File: src/rtl/armleocpu_regfile_issue_pkg.sv
// rtl/armleocpu_regfile_issue_pkg.sv - register-file widths, captured-operand type and helpers
package armleocpu_regfile_issue_pkg;
    localparam int REG_ADDR_W = 5;
    localparam int XLEN       = 32;
    localparam int REG_COUNT  = 32;

    typedef logic [REG_ADDR_W-1:0] reg_addr_t;
    typedef logic [XLEN-1:0]       xlen_t;

    localparam reg_addr_t REG_X0 = 5'd0;

    typedef struct packed {
        logic  live;
        logic  byp;
        xlen_t data;
    } operand_t;

    function automatic operand_t operand_capture(input logic used, input reg_addr_t addr,
                                                 input logic byp_hit, input xlen_t byp_data);
        operand_t op;
        op.live = used && (addr != REG_X0);
        op.byp  = op.live && byp_hit;
        op.data = op.byp ? byp_data : '0;
        return op;
    endfunction

    // The regfile only returns pre-write data, so a captured writeback value overrides it.
    function automatic xlen_t operand_value(input operand_t op, input xlen_t rdata);
        if (!op.live) begin
            return '0;
        end
        return op.byp ? op.data : rdata;
    endfunction
endpackage

File: src/rtl/armleocpu_regfile_issue_if.sv
// rtl/armleocpu_regfile_issue_if.sv - decode, regfile, execute and writeback signals of the issue stage
interface armleocpu_regfile_issue_if;
    import armleocpu_regfile_issue_pkg::*;

    logic      d2i_valid;
    logic      d2i_ready;
    logic      d2i_rs1_use;
    reg_addr_t d2i_rs1_addr;
    logic      d2i_rs2_use;
    reg_addr_t d2i_rs2_addr;
    logic      d2i_rd_write;
    reg_addr_t d2i_rd_addr;
    logic      rs1_read;
    reg_addr_t rs1_addr;
    xlen_t     rs1_rdata;
    logic      rs2_read;
    reg_addr_t rs2_addr;
    xlen_t     rs2_rdata;
    logic      rd_write;
    reg_addr_t rd_addr;
    xlen_t     rd_wdata;
    logic      i2e_valid;
    logic      i2e_ready;
    xlen_t     i2e_rs1_data;
    xlen_t     i2e_rs2_data;
    logic      i2e_rd_write;
    reg_addr_t i2e_rd_addr;
    logic      wb_valid;
    reg_addr_t wb_rd_addr;
    xlen_t     wb_rd_wdata;
    logic      flush;

    modport slave (
        input  d2i_valid, d2i_rs1_use, d2i_rs1_addr, d2i_rs2_use, d2i_rs2_addr,
               d2i_rd_write, d2i_rd_addr, rs1_rdata, rs2_rdata, i2e_ready,
               wb_valid, wb_rd_addr, wb_rd_wdata, flush,
        output d2i_ready, rs1_read, rs1_addr, rs2_read, rs2_addr, rd_write, rd_addr,
               rd_wdata, i2e_valid, i2e_rs1_data, i2e_rs2_data, i2e_rd_write, i2e_rd_addr
    );

    modport master (
        output d2i_valid, d2i_rs1_use, d2i_rs1_addr, d2i_rs2_use, d2i_rs2_addr,
               d2i_rd_write, d2i_rd_addr, rs1_rdata, rs2_rdata, i2e_ready,
               wb_valid, wb_rd_addr, wb_rd_wdata, flush,
        input  d2i_ready, rs1_read, rs1_addr, rs2_read, rs2_addr, rd_write, rd_addr,
               rd_wdata, i2e_valid, i2e_rs1_data, i2e_rs2_data, i2e_rd_write, i2e_rd_addr
    );
endinterface

File: src/rtl/armleocpu_scoreboard.sv
// rtl/armleocpu_scoreboard.sv - in-flight destination bits with set-wins priority and pending lookup
module armleocpu_scoreboard
    import armleocpu_regfile_issue_pkg::*;
#(
    parameter bit BYPASS_EN = 1'b1
) (
    input  logic                  clk,
    input  logic                  rst,
    input  logic                  set_i,
    input  reg_addr_t             set_addr_i,
    input  logic                  clr_i,
    input  reg_addr_t             clr_addr_i,
    input  logic                  kill_i,
    input  reg_addr_t             kill_addr_i,
    input  reg_addr_t [2:0]       look_addr_i,
    output logic      [2:0]       pend_o
);
    logic [REG_COUNT-1:0] sb_q;
    logic [REG_COUNT-1:0] sb_d;

    always_comb begin
        sb_d = sb_q;
        if (clr_i) begin
            sb_d[clr_addr_i] = 1'b0;
        end
        if (kill_i) begin
            sb_d[kill_addr_i] = 1'b0;
        end
        if (set_i) begin
            sb_d[set_addr_i] = 1'b1;
        end
        sb_d[REG_X0] = 1'b0;
    end

    always_ff @(posedge clk) begin
        if (rst) begin
            sb_q <= '0;
        end else begin
            sb_q <= sb_d;
        end
    end

    // A same-cycle writeback hides the bit only when its data can be bypassed.
    always_comb begin
        pend_o = '0;
        for (int i = 0; i < 3; i++) begin
            pend_o[i] = sb_q[look_addr_i[i]] &&
                        !(BYPASS_EN && clr_i && (clr_addr_i == look_addr_i[i]));
        end
    end
endmodule

File: src/rtl/armleocpu_regfile_issue.sv
// rtl/armleocpu_regfile_issue.sv - issue stage: hazard check, regfile read/write, operand bypass to execute
module armleocpu_regfile_issue
    import armleocpu_regfile_issue_pkg::*;
#(
    parameter bit BYPASS_EN = 1'b1
) (
    input logic                        clk,
    input logic                        rst,
    armleocpu_regfile_issue_if.slave   bus
);
    logic      i2e_valid_q, i2e_valid_d;
    logic      i2e_rd_write_q, i2e_rd_write_d;
    reg_addr_t i2e_rd_addr_q, i2e_rd_addr_d;
    operand_t  op1_q, op1_d;
    operand_t  op2_q, op2_d;

    logic [2:0] pend;
    logic       hazard, slot_free, ready, accept;
    logic       sb_set, sb_kill, byp1_hit, byp2_hit;

    assign sb_set  = accept && bus.d2i_rd_write && (bus.d2i_rd_addr != REG_X0);
    assign sb_kill = bus.flush && i2e_valid_q && i2e_rd_write_q;

    armleocpu_scoreboard #(.BYPASS_EN(BYPASS_EN)) u_sb (
        .clk         (clk),
        .rst         (rst),
        .set_i       (sb_set),
        .set_addr_i  (bus.d2i_rd_addr),
        .clr_i       (bus.wb_valid),
        .clr_addr_i  (bus.wb_rd_addr),
        .kill_i      (sb_kill),
        .kill_addr_i (i2e_rd_addr_q),
        .look_addr_i ({bus.d2i_rd_addr, bus.d2i_rs2_addr, bus.d2i_rs1_addr}),
        .pend_o      (pend)
    );

    always_comb begin
        hazard    = (bus.d2i_rs1_use && pend[0]) ||
                    (bus.d2i_rs2_use && pend[1]) ||
                    (bus.d2i_rd_write && (bus.d2i_rd_addr != REG_X0) && pend[2]);
        slot_free = !i2e_valid_q || bus.i2e_ready;
        ready     = slot_free && !hazard && !bus.flush && !rst;
        accept    = bus.d2i_valid && ready;
    end

    assign byp1_hit = BYPASS_EN && bus.wb_valid && (bus.wb_rd_addr == bus.d2i_rs1_addr);
    assign byp2_hit = BYPASS_EN && bus.wb_valid && (bus.wb_rd_addr == bus.d2i_rs2_addr);

    always_comb begin
        i2e_valid_d    = i2e_valid_q;
        i2e_rd_write_d = i2e_rd_write_q;
        i2e_rd_addr_d  = i2e_rd_addr_q;
        op1_d          = op1_q;
        op2_d          = op2_q;
        if (bus.flush) begin
            i2e_valid_d    = 1'b0;
            i2e_rd_write_d = 1'b0;
        end else if (accept) begin
            i2e_valid_d    = 1'b1;
            i2e_rd_write_d = bus.d2i_rd_write;
            i2e_rd_addr_d  = bus.d2i_rd_addr;
            op1_d = operand_capture(bus.d2i_rs1_use, bus.d2i_rs1_addr, byp1_hit, bus.wb_rd_wdata);
            op2_d = operand_capture(bus.d2i_rs2_use, bus.d2i_rs2_addr, byp2_hit, bus.wb_rd_wdata);
        end else if (bus.i2e_ready) begin
            i2e_valid_d = 1'b0;
        end
    end

    always_ff @(posedge clk) begin
        if (rst) begin
            i2e_valid_q    <= 1'b0;
            i2e_rd_write_q <= 1'b0;
            i2e_rd_addr_q  <= REG_X0;
            op1_q          <= '0;
            op2_q          <= '0;
        end else begin
            i2e_valid_q    <= i2e_valid_d;
            i2e_rd_write_q <= i2e_rd_write_d;
            i2e_rd_addr_q  <= i2e_rd_addr_d;
            op1_q          <= op1_d;
            op2_q          <= op2_d;
        end
    end

    assign bus.d2i_ready    = ready;
    assign bus.rs1_read     = accept && bus.d2i_rs1_use;
    assign bus.rs1_addr     = bus.d2i_rs1_addr;
    assign bus.rs2_read     = accept && bus.d2i_rs2_use;
    assign bus.rs2_addr     = bus.d2i_rs2_addr;
    assign bus.rd_write     = bus.wb_valid && (bus.wb_rd_addr != REG_X0) && !rst;
    assign bus.rd_addr      = bus.wb_rd_addr;
    assign bus.rd_wdata     = bus.wb_rd_wdata;
    assign bus.i2e_valid    = i2e_valid_q;
    assign bus.i2e_rd_write = i2e_rd_write_q;
    assign bus.i2e_rd_addr  = i2e_rd_addr_q;
    assign bus.i2e_rs1_data = operand_value(op1_q, bus.rs1_rdata);
    assign bus.i2e_rs2_data = operand_value(op2_q, bus.rs2_rdata);
endmodule
File: src/flat_wrapper.sv
// flat-port wrapper written by rule: the top's interface ports become plain ports
module armleocpu_regfile_issue_flat import armleocpu_regfile_issue_pkg::*;
#(
    parameter bit BYPASS_EN = 1'b1
)
  (clk, rst, bus_d2i_valid, bus_d2i_rs1_use, bus_d2i_rs1_addr, bus_d2i_rs2_use, bus_d2i_rs2_addr, bus_d2i_rd_write, bus_d2i_rd_addr, bus_rs1_rdata, bus_rs2_rdata, bus_i2e_ready, bus_wb_valid, bus_wb_rd_addr, bus_wb_rd_wdata, bus_flush, bus_d2i_ready, bus_rs1_read, bus_rs1_addr, bus_rs2_read, bus_rs2_addr, bus_rd_write, bus_rd_addr, bus_rd_wdata, bus_i2e_valid, bus_i2e_rs1_data, bus_i2e_rs2_data, bus_i2e_rd_write, bus_i2e_rd_addr);
  armleocpu_regfile_issue_if bus_i ();
  input logic clk;
  input logic rst;
  input wire logic [$bits(bus_i.d2i_valid)-1:0] bus_d2i_valid;
  input wire logic [$bits(bus_i.d2i_rs1_use)-1:0] bus_d2i_rs1_use;
  input wire logic [$bits(bus_i.d2i_rs1_addr)-1:0] bus_d2i_rs1_addr;
  input wire logic [$bits(bus_i.d2i_rs2_use)-1:0] bus_d2i_rs2_use;
  input wire logic [$bits(bus_i.d2i_rs2_addr)-1:0] bus_d2i_rs2_addr;
  input wire logic [$bits(bus_i.d2i_rd_write)-1:0] bus_d2i_rd_write;
  input wire logic [$bits(bus_i.d2i_rd_addr)-1:0] bus_d2i_rd_addr;
  input wire logic [$bits(bus_i.rs1_rdata)-1:0] bus_rs1_rdata;
  input wire logic [$bits(bus_i.rs2_rdata)-1:0] bus_rs2_rdata;
  input wire logic [$bits(bus_i.i2e_ready)-1:0] bus_i2e_ready;
  input wire logic [$bits(bus_i.wb_valid)-1:0] bus_wb_valid;
  input wire logic [$bits(bus_i.wb_rd_addr)-1:0] bus_wb_rd_addr;
  input wire logic [$bits(bus_i.wb_rd_wdata)-1:0] bus_wb_rd_wdata;
  input wire logic [$bits(bus_i.flush)-1:0] bus_flush;
  output wire logic [$bits(bus_i.d2i_ready)-1:0] bus_d2i_ready;
  output wire logic [$bits(bus_i.rs1_read)-1:0] bus_rs1_read;
  output wire logic [$bits(bus_i.rs1_addr)-1:0] bus_rs1_addr;
  output wire logic [$bits(bus_i.rs2_read)-1:0] bus_rs2_read;
  output wire logic [$bits(bus_i.rs2_addr)-1:0] bus_rs2_addr;
  output wire logic [$bits(bus_i.rd_write)-1:0] bus_rd_write;
  output wire logic [$bits(bus_i.rd_addr)-1:0] bus_rd_addr;
  output wire logic [$bits(bus_i.rd_wdata)-1:0] bus_rd_wdata;
  output wire logic [$bits(bus_i.i2e_valid)-1:0] bus_i2e_valid;
  output wire logic [$bits(bus_i.i2e_rs1_data)-1:0] bus_i2e_rs1_data;
  output wire logic [$bits(bus_i.i2e_rs2_data)-1:0] bus_i2e_rs2_data;
  output wire logic [$bits(bus_i.i2e_rd_write)-1:0] bus_i2e_rd_write;
  output wire logic [$bits(bus_i.i2e_rd_addr)-1:0] bus_i2e_rd_addr;
  assign bus_i.d2i_valid = bus_d2i_valid;
  assign bus_i.d2i_rs1_use = bus_d2i_rs1_use;
  assign bus_i.d2i_rs1_addr = bus_d2i_rs1_addr;
  assign bus_i.d2i_rs2_use = bus_d2i_rs2_use;
  assign bus_i.d2i_rs2_addr = bus_d2i_rs2_addr;
  assign bus_i.d2i_rd_write = bus_d2i_rd_write;
  assign bus_i.d2i_rd_addr = bus_d2i_rd_addr;
  assign bus_i.rs1_rdata = bus_rs1_rdata;
  assign bus_i.rs2_rdata = bus_rs2_rdata;
  assign bus_i.i2e_ready = bus_i2e_ready;
  assign bus_i.wb_valid = bus_wb_valid;
  assign bus_i.wb_rd_addr = bus_wb_rd_addr;
  assign bus_i.wb_rd_wdata = bus_wb_rd_wdata;
  assign bus_i.flush = bus_flush;
  assign bus_d2i_ready = bus_i.d2i_ready;
  assign bus_rs1_read = bus_i.rs1_read;
  assign bus_rs1_addr = bus_i.rs1_addr;
  assign bus_rs2_read = bus_i.rs2_read;
  assign bus_rs2_addr = bus_i.rs2_addr;
  assign bus_rd_write = bus_i.rd_write;
  assign bus_rd_addr = bus_i.rd_addr;
  assign bus_rd_wdata = bus_i.rd_wdata;
  assign bus_i2e_valid = bus_i.i2e_valid;
  assign bus_i2e_rs1_data = bus_i.i2e_rs1_data;
  assign bus_i2e_rs2_data = bus_i.i2e_rs2_data;
  assign bus_i2e_rd_write = bus_i.i2e_rd_write;
  assign bus_i2e_rd_addr = bus_i.i2e_rd_addr;
  armleocpu_regfile_issue #(.BYPASS_EN(BYPASS_EN)) u_core (.clk(clk), .rst(rst), .bus(bus_i));
endmodule
File: config.mk
export PLATFORM = sky130hd
export DESIGN_NAME = armleocpu_regfile_issue_flat
export DESIGN_NICKNAME = d
export VERILOG_FILES = /design/src/rtl/armleocpu_regfile_issue_pkg.sv /design/src/rtl/armleocpu_regfile_issue_if.sv /design/src/rtl/armleocpu_scoreboard.sv /design/src/rtl/armleocpu_regfile_issue.sv /design/src/flat_wrapper.sv
export SDC_FILE = /design/constraint.sdc
export NUM_CORES = 1
export LEC_CHECK = 0
export ABC_AREA = 0
export CORE_MARGIN = 1.5
export CORE_UTILIZATION = 28
export CTS_CLUSTER_DIAMETER = 30
export CTS_CLUSTER_SIZE = 40
export DETAILED_ROUTE_END_ITERATION = 16
export PLACE_DENSITY = 0.49
export SETUP_SLACK_MARGIN = 0.1
export SYNTH_ARGS = -nofsm -noshare
export SYNTH_HDL_FRONTEND = slang
export SYNTH_SLANG_ARGS = --single-unit
File: constraint.sdc
create_clock -name clk -period 6.22 [get_ports clk]
set_input_delay 0.933 -clock clk [delete_from_list [all_inputs] [get_ports clk]]
set_output_delay 0.933 -clock clk [all_outputs]
set_load 0.01 [all_outputs]
# Yosys cells after proc, flatten, opt, wreduce, memory -nomap -nowiden
# Index checks and enable logic that the tools add are counted.
[totals] reg_bits=107 in_bits=125 output_inout_bits=122 word_cells=97
[classes] magnitude_cmp=8 eq_ne=3 mux=23 bitwise=6 reduce_logical=46
[op_table] op="two-way mux 32 bit" n=9
[op_table] op="bitwise AND 32 bit" n=2
[op_table] op="NOT 32 bit" n=2
[op_table] op="bitwise OR 32 bit" n=1
[op_table] op="< comparator 5 x 6 -> 1 bit, second input constant" n=5
[op_table] op="logical AND 1 bit" n=29
[op_table] op="nonzero test 5 bit" n=4
[op_table] op="binary-select mux 1 bit (select 5 bit)" n=3
[op_table] op="demux 1 bit (select 5 bit)" n=3
[op_table] op="== test 5 bit" n=3
[op_table] op=">= comparator 5 x 1 -> 1 bit, second input constant" n=3
[op_table] op="two-way mux 1 bit" n=8
[op_table] op="logical NOT 1 bit" n=7
[op_table] op="logical OR 1 bit" n=3
[op_table] op="AND reduction 2 bit" n=1
[op_table] op="nonzero test 2 bit" n=1
[op_table] op="OR reduction 2 bit" n=1
[op_table] op="NOT 1 bit" n=1

# Longest topological paths before layout
# Gate-level depths: netlist of the first run.
[depth] word_depth=15 mapped_depth=11 mapped_depth_nobuf=7

# By module
# A second synthesis of the first run with hierarchy kept.
[hier_totals] hier_cells=699 hier_area_um2=6799.0
[by_module_without_submodules] mod="armleocpu_regfile_issue" instances=1 cells_per_inst=417 area_each_um2=4195.3 seq_area_each_um2=1501.4
[by_module_without_submodules] mod="armleocpu_scoreboard" instances=1 cells_per_inst=282 area_each_um2=2603.7 seq_area_each_um2=620.6

# Worst setup path after synthesis of the first run
# OpenSTA, ideal clock, no wires.
[synth_timing] kind="input port to output port" startpoint="input bus_d2i_rs2_addr[1]" endpoint="output bus_rs1_read" arrival_time_ps=3135 required_time_ps=5287 setup_slack_ps=2152 path_stages=10 n_path_buf=3 cell_sequence="clkbuf_1 > mux2_2 > a221oi_1 > nor3_1 > a211o_1 > a32oi_1 > nand4_1 > buf_4 > buf_2 > nor2_1"
[synth_between] elab_chain_len=13 word_cells_on_any_way=15 classes_between="1 x eq/ne; 2 x mux; 12 x reduce/logical"
[synth_lines] item="start, declared" line="flat_wrapper.sv:14" rtl="input wire logic [$bits(bus_i.d2i_rs2_addr)-1:0] bus_d2i_rs2_addr;"
[synth_lines] item="branches (longest 3 deep; another with binary-select mux 1 bit (select 5 bit))"
[synth_lines] item="logical AND 1 bit *" line="armleocpu_scoreboard.sv:47" rtl="pend_o[i] = sb_q[look_addr_i[i]] &&"
[synth_lines] item="logical AND 1 bit *" line="armleocpu_regfile_issue.sv:39" rtl="(bus.d2i_rs2_use && pend[1]) ||"
[synth_lines] item="logical OR 1 bit *" line="armleocpu_regfile_issue.sv:38" rtl="hazard = (bus.d2i_rs1_use && pend[0]) ||"
[synth_lines] item="logical OR 1 bit *" line="armleocpu_regfile_issue.sv:39"
[synth_lines] item="logical NOT 1 bit *" line="armleocpu_regfile_issue.sv:42" rtl="ready = slot_free && !hazard && !bus.flush && !rst;"
[synth_lines] item="logical AND 1 bit * (3 in series)" line="armleocpu_regfile_issue.sv:42"
[synth_lines] item="logical AND 1 bit *" line="armleocpu_regfile_issue.sv:43" rtl="accept = bus.d2i_valid && ready;"
[synth_lines] item="logical AND 1 bit *" line="armleocpu_regfile_issue.sv:86" rtl="assign bus.rs1_read = accept && bus.d2i_rs1_use;"
[synth_lines] item="end, declared" line="flat_wrapper.sv:25" rtl="output wire logic [$bits(bus_i.rs1_read)-1:0] bus_rs1_read;"
# Mark *: on every way between the ends. The select of a mux whose other input is x is not followed.

# Final worst setup path of the first run
[layout_timing] startpoint="input bus_d2i_rs2_addr[0]" endpoint="output bus_rs2_read"
[layout_between] elab_chain_len=13 word_cells_on_any_way=15 classes_between="1 x eq/ne; 2 x mux; 12 x reduce/logical"
[layout_lines] item="branches (longest 3 deep; another with binary-select mux 1 bit (select 5 bit))"
[layout_lines] item="logical AND 1 bit *" line="armleocpu_scoreboard.sv:47"
[layout_lines] item="logical AND 1 bit *" line="armleocpu_regfile_issue.sv:39"
[layout_lines] item="logical OR 1 bit *" line="armleocpu_regfile_issue.sv:38"
[layout_lines] item="logical OR 1 bit *" line="armleocpu_regfile_issue.sv:39"
[layout_lines] item="logical NOT 1 bit *" line="armleocpu_regfile_issue.sv:42"
[layout_lines] item="logical AND 1 bit * (3 in series)" line="armleocpu_regfile_issue.sv:42"
[layout_lines] item="logical AND 1 bit *" line="armleocpu_regfile_issue.sv:43"
[layout_lines] item="logical AND 1 bit *" line="armleocpu_regfile_issue.sv:88" rtl="assign bus.rs2_read = accept && bus.d2i_rs2_use;"
[layout_lines] item="end, declared" line="flat_wrapper.sv:27" rtl="output wire logic [$bits(bus_i.rs2_read)-1:0] bus_rs2_read;"
# Marks and branches as above.

==> flow_summary.toml, run 1 <==
[drt]
wl_per_cell_um = 19.9
via_count = 6797
drt-total-wl_mm = 27.0
drt-initial-drc-count = 431
route.detailed.drc = 0
via_per_inst = 5.01
antenna_left = 0
first_pass_iters = 5

[critical_path]
r2r-end = "u_core.u_sb.sb_q[8]"
rrSetupSlack_ns = 3.47
cp-end-kind = "output pin"
start_kind = "input pin"
critPathSlowestCell = "clkdlybuf4s50_1"
required_ns = 5.29
rr_worst_depth = 7
critical_path_class = "input pin to output pin"
path_buf_inv = 2
crit_fanout = 12
cp_top_family = "buffers and inverters"
cp_slowest_stage_delay_ns = 0.91
r2r_start = "u_core.u_sb.sb_q[15]"
cp_data_arrival_time_ns = 4.16
path_cells = "clkdlybuf4s50_1, mux4_2, mux2_2, a211o_1, a32oi_1, and3_1, and3_1, clkdlybuf4s50_1"

[grt]
antenna_found_initial = 0
grt_pass1_vias = 6562
grt_overflow_total = 0
track_usage = 0.186
grt_start_max_net_pins = 107
grt_pass1_wl_mm = 40.5

[sta]
rsz0062_at_grt = "false"
tns_ns = 0
slew_viol_final = 0
setup_viol = 0
fmax_ghz = 0.196
slew_headroom = 0.390
holdWs_ns = 0.483
min_period_ns = 5.09
post-route-period-util = 0.819
hold_violations = 0
finClkSkew_ns = 0.0124
tightest_slew_ns = 0.915

[yosys]
ys_ff_latch = 106
synthDistinctLibCells = 43
yosys-top-cells-area = "dfxtp_1, nor2b_1, mux2_2, mux2i_1, buf_4"
synth_top_cell_by_area = "dfxtp_1"
synth_flop_cell = "dfxtp_1"
synth_edf_count = 0
syn-num-nets = 986
synthMostInstantiatedCell = "nor2b_1"
yosysTopAreaCellShare = 0.274
synthTopCellsByCount = "nor2b_1, dfxtp_1, mux2i_1, mux2_2, nor2_1"
yosys_warnings = 0
synth_area_sq_mm = 0.00774
netlist_instances = 861
synth_seq_area_share = 0.274
async_flop_share = 0
postSynthAreaPerCell_sq_um = 8.99

[floorplan]
ios = 247
core_area_sq_mm = 0.0270
dieArea_sq_mm = 0.0286
start_util = 0.286
die_height_um = 169
fp-row-count = 60
die_w_um = 169

[clock_network]
htreeDepth = 3
cts.path.max_buffers = 2
ctsResizeCount = 0
clk_latency_ns = 0.36
cts_tree = "done"
cts_hold_buffers = 0
clkSlewWorstSetupHoldPaths_ns = 0.08
cts_root_buffer = "clkbuf_16"
cts_inserted_buffers = 9
post_cts_buffers = 0
cts.sinks = 106

[final_layout]
drive_above_1_share = 0.140
finalNetCount = 1137
seqCellArea_sq_mm = 0.00212
multiInputGateArea_sq_mm = 0.00495
final.fill_count = 2724
fin_util = 0.383
antenna_cells = 0
design_area_sq_mm = 0.0104
synthToLayoutAreaGrowth_pct = 33.9

[pwr]
power.internal_mw = 1.14
pwr-share-clk = 0.362
peakVddDrop_mv = 0.0898
power_frac_comb = 0.208
power_mw = 1.59
p_per_area_mw_per_mm2 = 154
leakagePower_nw = 3.64
switching_share = 0.283
seqPwrFrac = 0.431
switchingPower_mw = 0.451

[placement]
post_dp_cell_area_sq_mm = 0.0101
port_buffers = 246
dpl.hpwl_mm = 18.5
gp_congestion = 0.832

[run]
drv_cap = 0

[worst_hold_path]
hold_class = "register to register"
whs_path_depth = 2
min_to = "u_core.op2_q[33]"
min-delay-start = "u_core.op2_q[33]"

[run_status]
status = "completed"
[cells by family after synthesis]
kind of cell	count (synthesis)	synth area share
and+or+nand+nor	354	0.261
buffers and inverters	123	0.0865
muxes	175	0.260
AOI/OAI and AO/OA	88	0.101
DFF	106	0.274
xor gates and xnor gates	15	0.0170
[worst max path at each step]
stage                                    from            to  slack, ns  cells after the start
after floorplan           bus_d2i_rs2_addr[1]  bus_rs1_read       2.15                     10
after global placement    bus_d2i_rs2_addr[0]  bus_rs2_read       1.15                      8
after detailed placement  bus_d2i_rs2_addr[0]  bus_rs2_read       1.11                      8
after CTS                 bus_d2i_rs2_addr[0]  bus_rs2_read       1.11                      8
after global routing      bus_d2i_rs2_addr[0]  bus_rs1_read       1.00                      8
final                     bus_d2i_rs2_addr[0]  bus_rs2_read       1.13                      8
[worst min-delay path: cells and delay by family, from the launching register on]
family | cells | cell delay [ns]
mux | 1 | 0.06
simple gates | 1 | 0.06
flops | 1 | 0.31
[through the flow]
stage	instances	setup slack, ns
finish	1356	1.13
global route	1356	1.00
CTS	1356	1.11
detailed placement	1342	1.11
global placement	1342	1.15
floorplan	861	2.15
[cell usage in the layout (no fill, tap or decap), drive strengths merged, types with 3 or more instances in the layout]
cell type      instances
nand2                 12
mux2                  79
nand3b                13
a21oi                  3
clkbuf                10
a31oi                  5
nor2b                171
o31ai                 15
mux4                  13
dfxtp                106
o21ai                  3
o41ai                 18
mux2i                 83
nand4                  5
xor2                   8
nor2                  77
or3                    5
nand2b                36
o221ai                32
xnor2                  7
nand3                  9
nor3                   5
inv                    6
buf                   15
clkdlybuf4s50        245
or3b                   7
nor3b                  7
[power groups by stage]
stage	clock network, mW	logic, mW	registers, mW
after floorplan	0	0.164	0.702
after global placement	0	0.334	0.702
after detailed placement	0	0.332	0.702
after CTS	0.596	0.334	0.686
after global routing	0.618	0.354	0.687
final	0.576	0.331	0.686
[flip-flops by register name, indices dropped and copies added (netlist names)]
register / flops
u_core.u_sb.sb_q: 31
u_core.bus.i2e_valid: 1
u_core.bus.i2e_rd_write: 1
u_core.op1_q: 34
u_core.op2_q: 34
u_core.bus.i2e_rd_addr: 5
[layer usage]
layer  routed length, um  GRT usage  up-vias
met4                 367     0.0535        0
met5                   0          0        -
met3                1490     0.0301       26
met1               12900      0.257     3214
met2               12300      0.297      256
li1                    -          -     3301
[cell type report]
type / instances / share of cell area
clock inverters: 4 / 0.00350
flip-flops and latches: 106 / 0.205
clock buffers: 10 / 0.0231
multi-input cells: 632 / 0.477
well taps: 341 / 0.0412
repair buffers: 260 / 0.249
inverters: 3 / 0.00109
No activity file was read; power rests on OpenSTA's default activity.
==> run 2, diff against run 1 <==
==> constraint.sdc (replaced) <==
create_clock -name clk -period 4.9 [get_ports clk]
set_input_delay 0.735 -clock clk [delete_from_list [all_inputs] [get_ports clk]]
set_output_delay 0.735 -clock clk [all_outputs]
set_load 0.01 [all_outputs]
==> flow_summary.toml, run 2 (synthesized netlist as in run 1, its figures left out) <==
[pwr]
pwr-share-clk = 0.355
p_per_area_mw_per_mm2 = 193
seqPwrFrac = 0.436
leakagePower_nw = 3.67
switching_share = 0.283
power_frac_comb = 0.209
switchingPower_mw = 0.568
peakVddDrop_mv = 0.122
power.internal_mw = 1.44

[worst_hold_path]
hold_class = "register to register"

[final_layout]
final.fill_count = 2767
final_common_cell = "clkdlybuf4s50_1"
final_cell_mix = "clkdlybuf4s50_1, nor2b_1, dfxtp_1"
top_regs = "u_core.op1_q (34), u_core.op2_q (34), u_core.u_sb.sb_q (31)"
design_area_sq_mm = 0.0104
antenna_cells = 0
drive_above_1_share = 0.145
synthToLayoutAreaGrowth_pct = 34.4
finalNetCount = 1142
fin_cells = 1362

[sta]
setup_viol = 0
hold_violations = 0
finClkSkew_ns = 0.0146
holdWs_ns = 0.561
slew_headroom = 0.349
post-route-period-util = 0.922
tns_ns = 0
slew_viol_final = 0
fmax_ghz = 0.221
tightest_slew_ns = 0.977
rsz0062_at_grt = "false"
post-route-worst-setup-slack_ns = 0.383
min_period_ns = 4.52

[clock_network]
cts_inserted_buffers = 9
clk_latency_ns = 0.36
cts.sinks = 106
post_cts_buffers = 0
ctsResizeCount = 0
clkSlewWorstSetupHoldPaths_ns = 0.07
cts_hold_buffers = 0
htreeDepth = 3
cts_tree = "done"
cts_root_buffer = "clkbuf_16"
cts.path.max_buffers = 2

[drt]
wl_per_cell_um = 20.0
antenna_left = 0
first_pass_iters = 5
drt-total-wl_mm = 27.3
via_per_inst = 5.07
via_count = 6910
route.detailed.drc = 0
drt-initial-drc-count = 347

[grt]
grt_pass1_wl_mm = 40.5
antenna_found_initial = 0
track_usage = 0.186
grt_start_max_net_pins = 107
grt_overflow_total = 0
grt_pass1_vias = 6714

[run]
drv_cap = 0

[placement]
post_dp_cell_area_sq_mm = 0.0101
pre_cts_slack_ns = 0.331
port_buffers = 246
dpl.hpwl_mm = 19.1
gp_congestion = 0.844
dpl.cell_count = 1347

[critical_path]
critPathSlowestCell = "clkdlybuf4s50_1"
critical_path_class = "input pin to output pin"
rrSetupSlack_ns = 2.12
path_cells = "clkdlybuf4s50_1, mux4_2, mux2_2, nand2_1, a32oi_1, a32oi_1, and3_1, and3_1, clkdlybuf4s50_1"
required_ns = 4.16
crit_fanout = 13
cp_data_arrival_time_ns = 3.78
cp_slowest_stage_delay_ns = 0.84
start_kind = "input pin"
cp-end-kind = "output pin"

[floorplan]
ios = 247
core_area_sq_mm = 0.0270
start_util = 0.286
dieArea_sq_mm = 0.0286
die_height_um = 169
die_w_um = 169
fp-row-count = 60

[run_status]
status = "completed"
[run 2: changes by cell type in the layout (fill, tap and decap cells not counted)]
cell,before,now
buf_4,14,19
clkbuf_8,1,0
clkinv_4,0,1
clkinvlp_4,1,0
clkinv_2,0,2
[run 2: cell type report]
| class | instances | area (sq um) | area share |
|---|---|---|---|
| Clock buffer | 9 | 225 | 0.0217 |
| Clock inverter | 6 | 47.5 | 0.00457 |
| Inverter | 3 | 11.3 | 0.00108 |
| Multi-Input combinational cell | 632 | 4950 | 0.476 |
| Sequential cell | 106 | 2120 | 0.204 |
| Tap cell | 341 | 427 | 0.0410 |
| Timing Repair Buffer | 265 | 2620 | 0.252 |
[run 2: metal layers]
layer / GRT usage / part of all wire / vias up
li1: - / - / 3313
met1: 0.252 / 0.46 / 3295
met2: 0.296 / 0.46 / 267
met3: 0.0296 / 0.059 / 35
met4: 0.0693 / 0.024 / 0
met5: 0 / 0 / -
[run 2: worst paths after layout]
kind                        start                    to  cells past startpoint
min          u_core.bus.i2e_valid  u_core.bus.i2e_valid                      2
min reg2reg  u_core.bus.i2e_valid  u_core.bus.i2e_valid                      2
max           bus_d2i_rs1_addr[1]          bus_rs2_read                      9
max reg2reg  u_core.u_sb.sb_q[15]  u_core.u_sb.sb_q[11]                      7
[run 2: power by group through the flow]
stage               combinational (mW)  sequential [mW]  clock (mW)
global placement                 0.421            0.895           0
detailed placement               0.421            0.895           0
CTS                              0.423            0.875       0.752
global route                     0.448            0.876       0.785
floorplan                        0.208            0.891           0
finish                           0.420            0.875       0.713
[run 2: metrics by stage]
stage | power, mW | util
2_1_floorplan | 1.10 | -
3_3_place_gp | 1.32 | 0.375
3_5_place_dp | 1.32 | 0.375
4_1_cts | 2.05 | 0.385
5_1_grt | 2.11 | 0.385
6_report | 2.01 | 0.385
[run 2: critical path: cells and delay by family]
kind | cells | cell delay (ns)
AND/OR/NAND/NOR | 3 | 0.47
AO/OA/AOI/OAI | 2 | 0.36
multiplexers | 2 | 0.85
buffers and inverters | 2 | 1.36
==> run 3, diff against run 2 <==
--- a/config.mk
+++ b/config.mk
@@ -11,6 +11,7 @@
 export CTS_CLUSTER_DIAMETER = 30
 export CTS_CLUSTER_SIZE = 40
 export DETAILED_ROUTE_END_ITERATION = 16
+export HOLD_SLACK_MARGIN = 0.02
 export PLACE_DENSITY = 0.49
 export SETUP_SLACK_MARGIN = 0.1
 export SYNTH_ARGS = -nofsm -noshare
==> constraint.sdc (replaced) <==
create_clock -name clk -period 4.95 [get_ports clk]
set_input_delay 0.7425 -clock clk [delete_from_list [all_inputs] [get_ports clk]]
set_output_delay 0.7425 -clock clk [all_outputs]
set_load 0.01 [all_outputs]
==> flow_summary.toml, run 3 (synthesized netlist as in run 1, its figures left out) <==
[sta]
finClkSkew_ns = 0.0131
hold_violations = 0
setup_viol = 0
tns_ns = 0
tightest_slew_ns = 0.910
rsz0062_at_grt = "false"
holdWs_ns = 0.567
post-route-period-util = 0.929
slew_headroom = 0.393
slew_viol_final = 0
min_period_ns = 4.60
fmax_ghz = 0.218

[clock_network]
htreeDepth = 3
ctsResizeCount = 0
clk_latency_ns = 0.36
cts.sinks = 106
clkSlewWorstSetupHoldPaths_ns = 0.08
cts_root_buffer = "clkbuf_16"
cts_tree = "done"
cts_inserted_buffers = 9
post_cts_buffers = 0
cts.path.max_buffers = 2
cts_hold_buffers = 0

[drt]
top_layer = "met4"
antenna_left = 0
via_count = 6812
drt-initial-drc-count = 395
via_per_inst = 5.00
first_pass_iters = 5
route.detailed.drc = 0
m1WireLength_mm = 12.7
wl_met2_mm = 12.5
drt-total-wl_mm = 27.1
wl_per_cell_um = 19.9
wl_met3_mm = 1.56

[critical_path]
start_kind = "input pin"
r2r-end = "u_core.op1_q[22]"
cp_slowest_stage_delay_ns = 0.78
critical_path_class = "input pin to output pin"
rr_worst_depth = 7
required_ns = 4.21
path_cells = "clkdlybuf4s50_1, mux4_2, mux2_2, a211o_1, a32oi_1, and3_1, and3_1, clkdlybuf4s50_1"
critPathSlowestCell = "clkdlybuf4s50_1"
cp-end-kind = "output pin"
startpoint = "bus_d2i_rs2_addr[0]"
crit_fanout = 8
rrSetupSlack_ns = 2.14
cp_data_arrival_time_ns = 3.85
r2r_start = "u_core.u_sb.sb_q[13]"

[worst_hold_path]
whs_path_depth = 2
hold_class = "register to register"
min_to = "u_core.bus.i2e_valid"
min-delay-start = "u_core.bus.i2e_valid"

[run_status]
status = "completed"

[final_layout]
finalNetCount = 1142
top_regs = "u_core.op1_q (34), u_core.op2_q (34), u_core.u_sb.sb_q (31)"
synthToLayoutAreaGrowth_pct = 34.9
fin_cells = 1363
antenna_cells = 0
final_common_cell = "clkdlybuf4s50_1"
drive_above_1_share = 0.145
final_cell_mix = "clkdlybuf4s50_1, nor2b_1, dfxtp_1"

[pwr]
seqPwrFrac = 0.419
power_frac_comb = 0.201
leakagePower_nw = 3.68
pwr-share-clk = 0.380
peakVddDrop_mv = 0.133
power.internal_mw = 1.50
p_per_area_mw_per_mm2 = 198
switching_share = 0.275
switchingPower_mw = 0.568

[placement]
port_buffers = 246
gp_congestion = 0.824
dpl.hpwl_mm = 18.9
dpl.cell_count = 1347

[grt]
grt_start_max_net_pins = 107
antenna_found_initial = 0
grt_pass1_wl_mm = 41.4
grt_pass1_vias = 6891
track_usage = 0.188
grt_overflow_total = 0

[run]
drv_cap = 0

[floorplan]
die_w_um = 169
die_height_um = 169
dieArea_sq_mm = 0.0286
core_area_sq_mm = 0.0270
start_util = 0.286
ios = 247
fp-row-count = 60
[run 3: worst max-delay path by stage]
stage                               to  slack, ns  cells after the start
after floorplan           bus_rs1_read       1.26                     10
after global placement    bus_rs1_read       0.36                      8
after detailed placement  bus_rs2_read       0.34                      8
after CTS                 bus_rs2_read       0.32                      8
after global routing      bus_rs1_read       0.18                      9
final                     bus_rs2_read       0.35                      8
[run 3: power groups by stage]
stage / Combinational [mW] / Sequential, mW / Clock, mW
2_1_floorplan: 0.206 / 0.882 / 0
3_3_place_gp: 0.418 / 0.885 / 0
3_5_place_dp: 0.417 / 0.885 / 0
4_1_cts: 0.419 / 0.865 / 0.813
5_1_grt: 0.445 / 0.866 / 0.848
6_report: 0.415 / 0.865 / 0.784
[run 3: metal layers]
metal  track usage  vias to the layer above
met5             0                        -
met4        0.0519                        0
met3        0.0338                       19
met2         0.305                      241
met1         0.255                     3247
li1              -                     3305
[run 3: stage by stage]
step	power (mW)	area (sq um)	utilization	worst slack, ns
after floorplan	1.09	7740	-	1.26
after global placement	1.30	10100	0.375	0.363
after detailed placement	1.30	10100	0.375	0.337
after CTS	2.10	10400	0.386	0.318
after global routing	2.16	10400	0.386	0.182
final	2.06	10400	0.386	0.354
[run 3: area by class of cell]
cell class,instances,area (sq um)
well taps,341,427
multi-input cells,632,4950
flip-flops and latches,106,2120
fillers,2772,16600
repair buffers,265,2620
clock buffers,11,243
inverters,3,11.3
clock inverters,5,68.8
[run 3: critical path, delay by kind of cell]
kind | cells | cell delay (ns)
buffers and inverters | 2 | 1.30
muxes | 2 | 0.84
AOI/OAI and AO/OA | 2 | 0.56
and+or+nand+nor | 2 | 0.41
